[src/rtl/ddr_ring_wr_sched.sv]
// DDR ring-buffer write scheduler: allocates 4KB-safe burst addresses, bounds outstanding
// AXI write bursts, turns in-order B responses into descriptors and reclaims freed space.
module ddr_ring_wr_sched #(
    parameter int ADDR_WIDTH = 32,
    parameter int DATA_WIDTH = 512,
    parameter int MAX_OUTST  = 8,
    parameter int MIN_LEN    = 64,
    parameter int MAX_LEN    = 1500
) (
    input  logic                  clk,
    input  logic                  rst,
    input  logic                  cfg_load,
    input  logic [ADDR_WIDTH-1:0] cfg_base,
    input  logic [ADDR_WIDTH-1:0] cfg_size,
    input  logic                  alloc_valid,
    output logic                  alloc_ready,
    input  logic [15:0]           alloc_len,
    output logic                  grant_valid,
    input  logic                  grant_ready,
    output logic [ADDR_WIDTH-1:0] grant_addr,
    output logic [7:0]            grant_awlen,
    output logic                  grant_drop,
    input  logic                  m_axi_bvalid,
    input  logic [1:0]            m_axi_bresp,
    output logic                  m_axi_bready,
    output logic                  desc_valid,
    input  logic                  desc_ready,
    output logic [ADDR_WIDTH-1:0] desc_addr,
    output logic [15:0]           desc_len,
    output logic                  desc_err,
    input  logic                  free_valid,
    output logic                  free_ready,
    output logic [ADDR_WIDTH-1:0] used_bytes,
    output logic [15:0]           drop_cnt
);

    localparam int BEAT_BYTES = DATA_WIDTH / 8;
    localparam int BEAT_SHIFT = $clog2(BEAT_BYTES);
    localparam int PTR_W      = (MAX_OUTST > 1) ? $clog2(MAX_OUTST) : 1;
    localparam int CNT_W      = $clog2(MAX_OUTST) + 1;
    localparam logic [ADDR_WIDTH-1:0] PAGE = ADDR_WIDTH'(4096);

    typedef enum logic [1:0] {IDLE, CALC, GRANT} state_t;
    state_t state, state_nxt;

    logic [ADDR_WIDTH-1:0] ring_base, ring_size, wr_off;
    logic [15:0]           len_q;
    logic [ADDR_WIDTH-1:0] foot_q, next_off_q;
    logic [ADDR_WIDTH-1:0] rlen, page_off, pad, foot, place, end_off;
    logic                  is_drop, fits, cfg_ok;
    logic                  grant_fire, push, b_fire, free_fire;

    logic [ADDR_WIDTH-1:0] pend_addr [MAX_OUTST];
    logic [15:0]           pend_len  [MAX_OUTST];
    logic [ADDR_WIDTH-1:0] pend_foot [MAX_OUTST];
    logic [PTR_W-1:0]      pend_wp, pend_rp;
    logic [CNT_W-1:0]      pend_cnt;
    logic [ADDR_WIDTH-1:0] free_foot [MAX_OUTST];
    logic [PTR_W-1:0]      free_wp, free_rp;
    logic [CNT_W-1:0]      free_cnt;

    assign cfg_ok     = cfg_load && (used_bytes == '0) && (pend_cnt == '0) && (state == IDLE);
    assign grant_fire = (state == GRANT) && grant_ready;
    assign push       = grant_fire && !grant_drop;
    // The free FIFO can hold only MAX_OUTST entries, so a full one back-pressures B.
    assign m_axi_bready = (pend_cnt != '0) && !desc_valid && (free_cnt != CNT_W'(MAX_OUTST));
    assign b_fire     = m_axi_bvalid && m_axi_bready;
    assign free_ready = (free_cnt != '0);
    assign free_fire  = free_valid && free_ready;

    always_comb begin
        rlen     = ((ADDR_WIDTH'(len_q) + ADDR_WIDTH'(BEAT_BYTES - 1)) >> BEAT_SHIFT) << BEAT_SHIFT;
        page_off = ADDR_WIDTH'(wr_off[11:0]);
        pad      = '0;
        if (page_off + rlen > PAGE)
            pad = PAGE - page_off;
        foot     = pad + rlen;
        // A page pad that lands exactly on the ring end restarts the burst at the ring base.
        place    = wr_off + pad;
        if (place == ring_size)
            place = '0;
        end_off  = place + rlen;
        is_drop  = (len_q < 16'(MIN_LEN)) || (len_q > 16'(MAX_LEN));
        fits     = (({1'b0, used_bytes} + {1'b0, foot}) <= {1'b0, ring_size})
                   && (pend_cnt < CNT_W'(MAX_OUTST));
    end

    always_ff @(posedge clk) begin
        if (rst) state <= IDLE;
        else     state <= state_nxt;
    end

    always_comb begin
        state_nxt = state;
        case (state)
            IDLE:  if (alloc_valid && ring_size != '0) state_nxt = CALC;
            CALC:  if (is_drop || fits)                state_nxt = GRANT;
            GRANT: if (grant_ready)                    state_nxt = IDLE;
            default:                                   state_nxt = IDLE;
        endcase
    end

    always_comb begin
        alloc_ready = (state == IDLE) && (ring_size != '0);
        grant_valid = (state == GRANT);
    end

    always_ff @(posedge clk) begin
        if (rst) begin
            ring_base   <= '0;
            ring_size   <= '0;
            wr_off      <= '0;
            used_bytes  <= '0;
            drop_cnt    <= '0;
            len_q       <= '0;
            grant_addr  <= '0;
            grant_awlen <= '0;
            grant_drop  <= 1'b0;
            foot_q      <= '0;
            next_off_q  <= '0;
        end else begin
            if (cfg_ok) begin
                ring_base <= cfg_base;
                ring_size <= cfg_size;
                wr_off    <= '0;
            end
            if (alloc_valid && alloc_ready)
                len_q <= alloc_len;
            if (state == CALC) begin
                grant_addr  <= ring_base + place;
                grant_awlen <= 8'((rlen >> BEAT_SHIFT) - 1);
                grant_drop  <= is_drop;
                foot_q      <= foot;
                next_off_q  <= (end_off == ring_size) ? '0 : end_off;
                if (is_drop && drop_cnt != '1)
                    drop_cnt <= drop_cnt + 16'd1;
            end
            if (push)
                wr_off <= next_off_q;
            used_bytes <= used_bytes + (push ? foot_q : '0) - (free_fire ? free_foot[free_rp] : '0);
        end
    end

    always_ff @(posedge clk) begin
        if (rst) begin
            pend_wp  <= '0;
            pend_rp  <= '0;
            pend_cnt <= '0;
            free_wp  <= '0;
            free_rp  <= '0;
            free_cnt <= '0;
        end else begin
            if (push)      pend_wp <= pend_wp + PTR_W'(1);
            if (b_fire)    pend_rp <= pend_rp + PTR_W'(1);
            if (b_fire)    free_wp <= free_wp + PTR_W'(1);
            if (free_fire) free_rp <= free_rp + PTR_W'(1);
            case ({push, b_fire})
                2'b10:   pend_cnt <= pend_cnt + CNT_W'(1);
                2'b01:   pend_cnt <= pend_cnt - CNT_W'(1);
                default: pend_cnt <= pend_cnt;
            endcase
            case ({b_fire, free_fire})
                2'b10:   free_cnt <= free_cnt + CNT_W'(1);
                2'b01:   free_cnt <= free_cnt - CNT_W'(1);
                default: free_cnt <= free_cnt;
            endcase
        end
    end

    always_ff @(posedge clk) begin
        if (push) begin
            pend_addr[pend_wp] <= grant_addr;
            pend_len[pend_wp]  <= len_q;
            pend_foot[pend_wp] <= foot_q;
        end
        if (b_fire)
            free_foot[free_wp] <= pend_foot[pend_rp];
    end

    always_ff @(posedge clk) begin
        if (rst) begin
            desc_valid <= 1'b0;
            desc_addr  <= '0;
            desc_len   <= '0;
            desc_err   <= 1'b0;
        end else if (b_fire) begin
            desc_valid <= 1'b1;
            desc_addr  <= pend_addr[pend_rp];
            desc_len   <= pend_len[pend_rp];
            desc_err   <= (m_axi_bresp != 2'b00);
        end else if (desc_ready) begin
            desc_valid <= 1'b0;
        end
    end

endmodule

[config.mk]
export PLATFORM = sky130hd
export DESIGN_NAME = ddr_ring_wr_sched
export DESIGN_NICKNAME = d
export VERILOG_FILES = /design/src/rtl/ddr_ring_wr_sched.sv
export SDC_FILE = /design/constraint.sdc
export NUM_CORES = 2
export LEC_CHECK = 0
export CORE_AREA = 3 3 402 404
export DETAILED_ROUTE_END_ITERATION = 7
export DIE_AREA = 0 0 405 407
export GPL_ROUTABILITY_DRIVEN = 0
export GPL_TIMING_DRIVEN = 0
export PLACE_DENSITY_LB_ADDON = 0.25
export SLEW_MARGIN = 10
export SYNTH_ARGS = -nofsm -noshare
export SYNTH_HDL_FRONTEND = slang
export SYNTH_SLANG_ARGS = --single-unit
[constraint.sdc]
create_clock -name clk -period 17.9 [get_ports clk]
set_input_delay 2.685 -clock clk [delete_from_list [all_inputs] [get_ports clk]]
set_output_delay 2.685 -clock clk [all_outputs]
set_load 0.005 [all_outputs]
Yosys cells after proc, flatten, opt, wreduce, memory -nomap -nowiden
Memory sizes are Yosys's and may differ from the RTL's. A register that Yosys moved wholly into a read port is not among the register bits. Index checks and enable logic that the tools add are counted.

Flip-flop bits (word level): 289. RAM bits: 896. Input port bits: 90. Output and inout bits: 143. Word-level logic and storage cells: 116. Memories: 4.

$add $sub $neg: 20. $lt $le $gt $ge: 5. Equal/unequal tests: 13. Multiplexer cells: 23. Reduce and logical (&&, ||, !) cells: 31.

Memory list: free_foot (depth 8, bits a word 32, rd ports 1, clocked after Yosys merged registers in 1, write ports 1, line 58) `logic [ADDR_WIDTH-1:0] free_foot [MAX_OUTST];`; pend_addr (depth 8, bits a word 32, rd ports 1, clocked after Yosys merged registers in 1, write ports 1, line 53) `logic [ADDR_WIDTH-1:0] pend_addr [MAX_OUTST];`; pend_foot (depth 8, bits a word 32, rd ports 1, clocked after Yosys merged registers in 1, write ports 1, line 55) `logic [ADDR_WIDTH-1:0] pend_foot [MAX_OUTST];`; pend_len (depth 8, bits a word 16, rd ports 1, clocked after Yosys merged registers in 1, write ports 1, line 54) `logic [15:0] pend_len [MAX_OUTST];`.

Operators by type and width (number): 2-to-1 mux 32 bit (7); adder 32 bit (3); adder 32 x 17 -> 32 bit (2); == test 32 bit (2); adder 32 x 32 -> 33 bit (1); <= comparator 33 x 32 -> 1 bit (1); logical NOT 32 bit (1); nonzero test 32 bit (1); subtractor 32 bit (1); adder 12 x 17 -> 18 bit (1); greater-than comparator 18 x 13 -> 1 bit (second input constant) (1); adder 16 x 6 -> 17 bit (second input constant) (1); adder 16 x 1 -> 16 bit (second input constant) (1); greater-than comparator 16 x 11 -> 1 bit (second input constant) (1); less-than comparator 16 x 7 -> 1 bit (second input constant) (1); != test 16 bit (second input constant) (1); case mux 4 bit (2 select lines) (2); logical AND 1 bit (14); subtractor 13 x 12 -> 14 bit (first input constant) (1); adder 3 x 1 -> 3 bit (second input constant) (4); 2-to-1 mux 3 bit (4); nonzero test 2 bit (5); adder 4 x 1 -> 4 bit (second input constant) (2); nonzero test 4 bit (2); 17 further kinds (32).

Logic depth before layout (Yosys ltp)
Word-level depth: 11. Depth in mapped cells: 59.

Least setup slack after synthesis
OpenSTA, ideal clock, no wires.

Path type: register to register. Start point: reg len_q[2]. End point: reg next_off_q[25]. Library setup time: 0.117 ns. Arrival: 11.590 ns. Required time: 17.783 ns. Setup slack: 6.192 ns. Stages on the path, launching flop included: 56. Period minus slack after synthesis: 11.708 ns. Path through: dfxtp_1 -> nor4_2 -> nand2_1 -> nand2_1 -> xnor2_1 -> ha_1 -> a211oi_1 -> o21ai_0 -> a311oi_1 -> o21ai_1 -> a22o_1 -> clkbuf_1 -> nor2_4 -> buf_6 -> buf_2 -> buf_2 -> buf_1 -> nor4_1 -> [20 not listed] -> o21bai_1 -> a21oi_1 -> o21bai_1 -> a21oi_1 -> o21bai_1 -> a21oi_1 -> o21ai_0 -> nand2_1 -> nor4_4 -> o2111ai_1 -> xnor2_1 -> nor2_1 -> nor4b_1 -> a21oi_1 -> nor4_4 -> nand3_2 -> buf_6 -> a32o_1.

Word-level cells in the longest chain between the ends: 10.

Ends and longest elaborated chain: start: declaration (line 47) `logic [15:0] len_q;`; start signal: assignment (line 128) `len_q <= alloc_len;`; adder 16 x 6 -> 17 bit (*) (line 72) `rlen = ((ADDR_WIDTH'(len_q) + ADDR_WIDTH'(BEAT_BYTES - 1)) >> BEAT_SHIFT) << BEAT_SHIFT;`; adder 12 x 17 -> 18 bit (line 75) `if (page_off + rlen > PAGE)`; greater-than comparator 18 x 13 -> 1 bit (line 75); 2-to-1 mux 32 bit (line 75); adder 32 bit (line 79) `place = wr_off + pad;`; == test 32 bit (line 80) `if (place == ring_size)`; 2-to-1 mux 32 bit (line 80); adder 32 x 17 -> 32 bit (*) (line 82) `end_off = place + rlen;`; == test 32 bit (line 134) `next_off_q <= (end_off == ring_size) ? '0 : end_off;`; 2-to-1 mux 32 bit (*) (line 134); end signal: assignment (line 134); end: declaration (line 48) `logic [ADDR_WIDTH-1:0] foot_q, next_off_q;`.

Mark *: on every way between the ends. The rest lies on a longest branch, timed or not. A chain may end at the register's enable or synchronous reset.

Worst setup path after layout
Start point: reg len_q[3]. End point: reg next_off_q[2].

Same word-level chain as after synthesis.

==> metrics.md <==
| Metric | Value |
|---|---|
| Status | `finished clean` |
| CP most frequent cell | `a21oi_1` |
| Vias in the first global route | `31832` |
| Starting DRT DRC Count | `2945` |
| Top_reg_cell synth | `edfxtp_1` |
| Layout fillers | `15569` |
| Fin area | `56700 sq um` |
| Slowest stage delay, CP | `0.97 ns` |
| Hold slack | `0.436 ns` |
| Distinct cells, synth | `99` |
| Slew HR | `9.50%` |
| Sequential share of the synthesized area | `56.5%` |
| CTS Buffer Depth | `3` |
| GR Overflow Total | `0` |
| Critical path type | `reg2reg` |
| Post-Syn Area | `47400 sq um` |
| Wirelength per Cell | `23.7 um` |
| Slew Viols, Final | `0` |
| Final HPWL DP | `116000 um` |
| Post-Synthesis Net Count | `4130` |
| Cell Count, Final, Fillers Out | `6418` |
| CTS Buf Count | `105` |
| F_max | `57.9 MHz` |
| Max rail drop VDD | `0.0000792 V` |
| Cells after Synth | `3840` |
| Drt total wl | `152000 um` |
| Share of layout cells above drive strength 1 | `11.4%` |
| Critical path launch point type | `flip-flop` |
| Die width | `405 um` |
| Hold_buf cts | `0` |
| Gates resized, CTS repair | `0` |
| Maxcap violations | `0` |
| Setup bufs post-CTS | `0` |
| Critical-path top delay cell | `xor2_1` |
| Leakage power | `19.1 nW` |
| FF+latch count, synth | `1001` |
| Residual DRC | `0` |
| Slew @ Worst Pin | `1.34 ns` |
| CTS tree | `built` |
| Type of the worst min-delay path | `reg2reg` |
| Starting Density | `29.9%` |
| Layout area overhead | `19.6%` |
| Final period util | `96.5%` |
| Ports | `233` |
| Clock Sinks | `1001` |
| Critical path fanouts, max | `11` |
| Placed cells | `6219` |
| Worst-skew pair later-pin latency | `0.74 ns` |
| Fin. Hold Viols | `0` |
| Layout Skew | `0.0509 ns` |
| Rows | `146` |
| Total Power | `5.52 mW` |
| CTS root buffer | `clkbuf_16` |
| Full die area | `165000 sq um` |
| Worst Hold Depth | `2` |
| Largest net degree at the start of global routing | `23` |
| RSZ-0062 raised after global routing | `false` |
| Synthesized area per cell | `12.3 sq um` |
| Async SR Flop Fraction | `0%` |
| Total track usage | `18.3%` |
| Dpl cell area | `53200 sq um` |
| Post-synth EDFFs | `672` |
| Core area | `158000 sq um` |
| Synth Warn # | `0` |
| Req. time, crit path | `18.49 ns` |
| Power density of the placed cells | `97.4 nW/um^2` |
| DRT antenna net count | `0` |
| Most frequent cells in the layout | `edfxtp_1 (672), nand2_1 (382), dfxtp_1 (329), nor2_1 (291), a21oi_1 (271)` |
| CP Capture Type | `flip-flop` |
| H-tree depth | `3` |
| Clock Pin Slew Worst Setup and Hold Paths | `0.06 ns` |
| Commonest non-fill, non-tap cell in the layout | `edfxtp_1` |
| Endpoints failing setup | `0` |
| Die H | `407 um` |
| Pre-antenna DRT Iters | `6` |
| Final min period | `17.27 ns` |
| Worst Path Arrival | `17.86 ns` |
| Via Count | `32591` |
| Vias/cell | `5.08` |
| PortBufs | `231` |
| Reg2reg path depth | `55` |
| Layout Nets | `4544` |
| Initial antenna violation count | `7` |
| First-pass GRT wire length | `222000 um` |
## through the flow
stage | setup slack, ns | setup TNS (ns) | util (%)
finish | 0.628 | 0 | 35.8
global placement | -1.13 | -74.36 | 33.0
global route | 0.0512 | 0 | 35.8
CTS | 1.06 | 0 | 35.8
floorplan | 6.19 | 0 | -
detailed placement | 1.11 | 0 | 33.6
## Yosys cell counts, drive strengths merged (31+ instances only)
cell type	count	area, sq um
a211oi	78	591
a21o	32	240
a21oi	274	1390
a32o	32	320
buf	42	231
clkbuf	162	608
dfxtp	329	6590
edfxtp	672	20200
ha	174	2180
inv	176	661
mux2i	88	881
mux4	168	3780
nand2	383	1440
nand3	73	370
nand4	37	231
nor2	298	1130
nor2b	35	219
nor3	78	412
o21ai	79	399
or3	31	199
xnor2	160	1400
xor2	62	543
## area by class of cell
| class | instances | area [sq um] | share of cell area [%] |
|---|---|---|---|
| sequential | 1001 | 26800 | 47.2 |
| multi-input combinational | 2458 | 19200 | 33.9 |
| timing repair buffer | 307 | 3140 | 5.54 |
| clock buffer | 149 | 2930 | 5.18 |
| tap | 2072 | 2590 | 4.58 |
| buffer | 204 | 846 | 1.49 |
| inverter | 177 | 664 | 1.17 |
| clock inverter | 48 | 502 | 0.886 |
| antenna | 2 | 5.00 | 0.00883 |
## critical path, delay by kind of cell (launching register included)
kind,cells,cell delay (ns)
AOI/OAI and AO/OA,20,4.80
adders and majority gates,4,1.20
DFF,1,0.41
and+or+nand+nor,16,5.25
buffers and inverters,11,3.61
muxes,1,0.11
xor gates and xnor gates,3,1.67
## layer usage
layer / vias to the layer above / GRT usage, % / routed length (um)
li1: 15063 / - / -
met1: 16233 / 25.8 / 69100
met2: 1051 / 28.5 / 68000
met3: 244 / 2.96 / 9590
met4: 0 / 6.29 / 5590
met5: - / 0 / 0
## final timing paths
check                                    start             to  slack (ns)
worst min-delay path            next_off_q[21]     wr_off[21]        0.44
worst min register to register  next_off_q[21]     wr_off[21]        0.44
worst max register to register        len_q[3]  next_off_q[2]        0.63
worst max-delay path                  len_q[3]  next_off_q[2]        0.63
## cells by family after synthesis
kind of cell	count (synthesis)	share of synthesized area, %
xor gates and xnor gates	225	4.25
adders and majority gates	200	5.69
buffers and inverters	381	3.17
other	1	0.00792
muxes	279	10.4
AOI/OAI and AO/OA	672	9.34
DFF	1001	56.5
and+or+nand+nor	1081	10.7
## sequential cells by signal, summed over array words and instances (netlist names), 4 cells and up, named ones only
register,flops
pend_addr,256
grant_addr,32
wr_off,32
desc_addr,32
desc_len,16
ring_base,32
pend_foot,144
used_bytes,32
next_off_q,32
grant_awlen,8
pend_len,128
ring_size,32
len_q,16
drop_cnt,16
foot_q,18
free_cnt,4
pend_cnt,4
free_foot,144
## power breakdown
| group | internal [mW] | total, mW | switching, mW |
|---|---|---|---|
| Combinational | 0.368 | 0.818 | 0.450 |
| Sequential | 2.47 | 2.53 | 0.0591 |
| Clock | 1.23 | 2.17 | 0.940 |
| Total | 4.07 | 5.52 | 1.45 |
No activity file was read; power rests on OpenSTA's default activity.
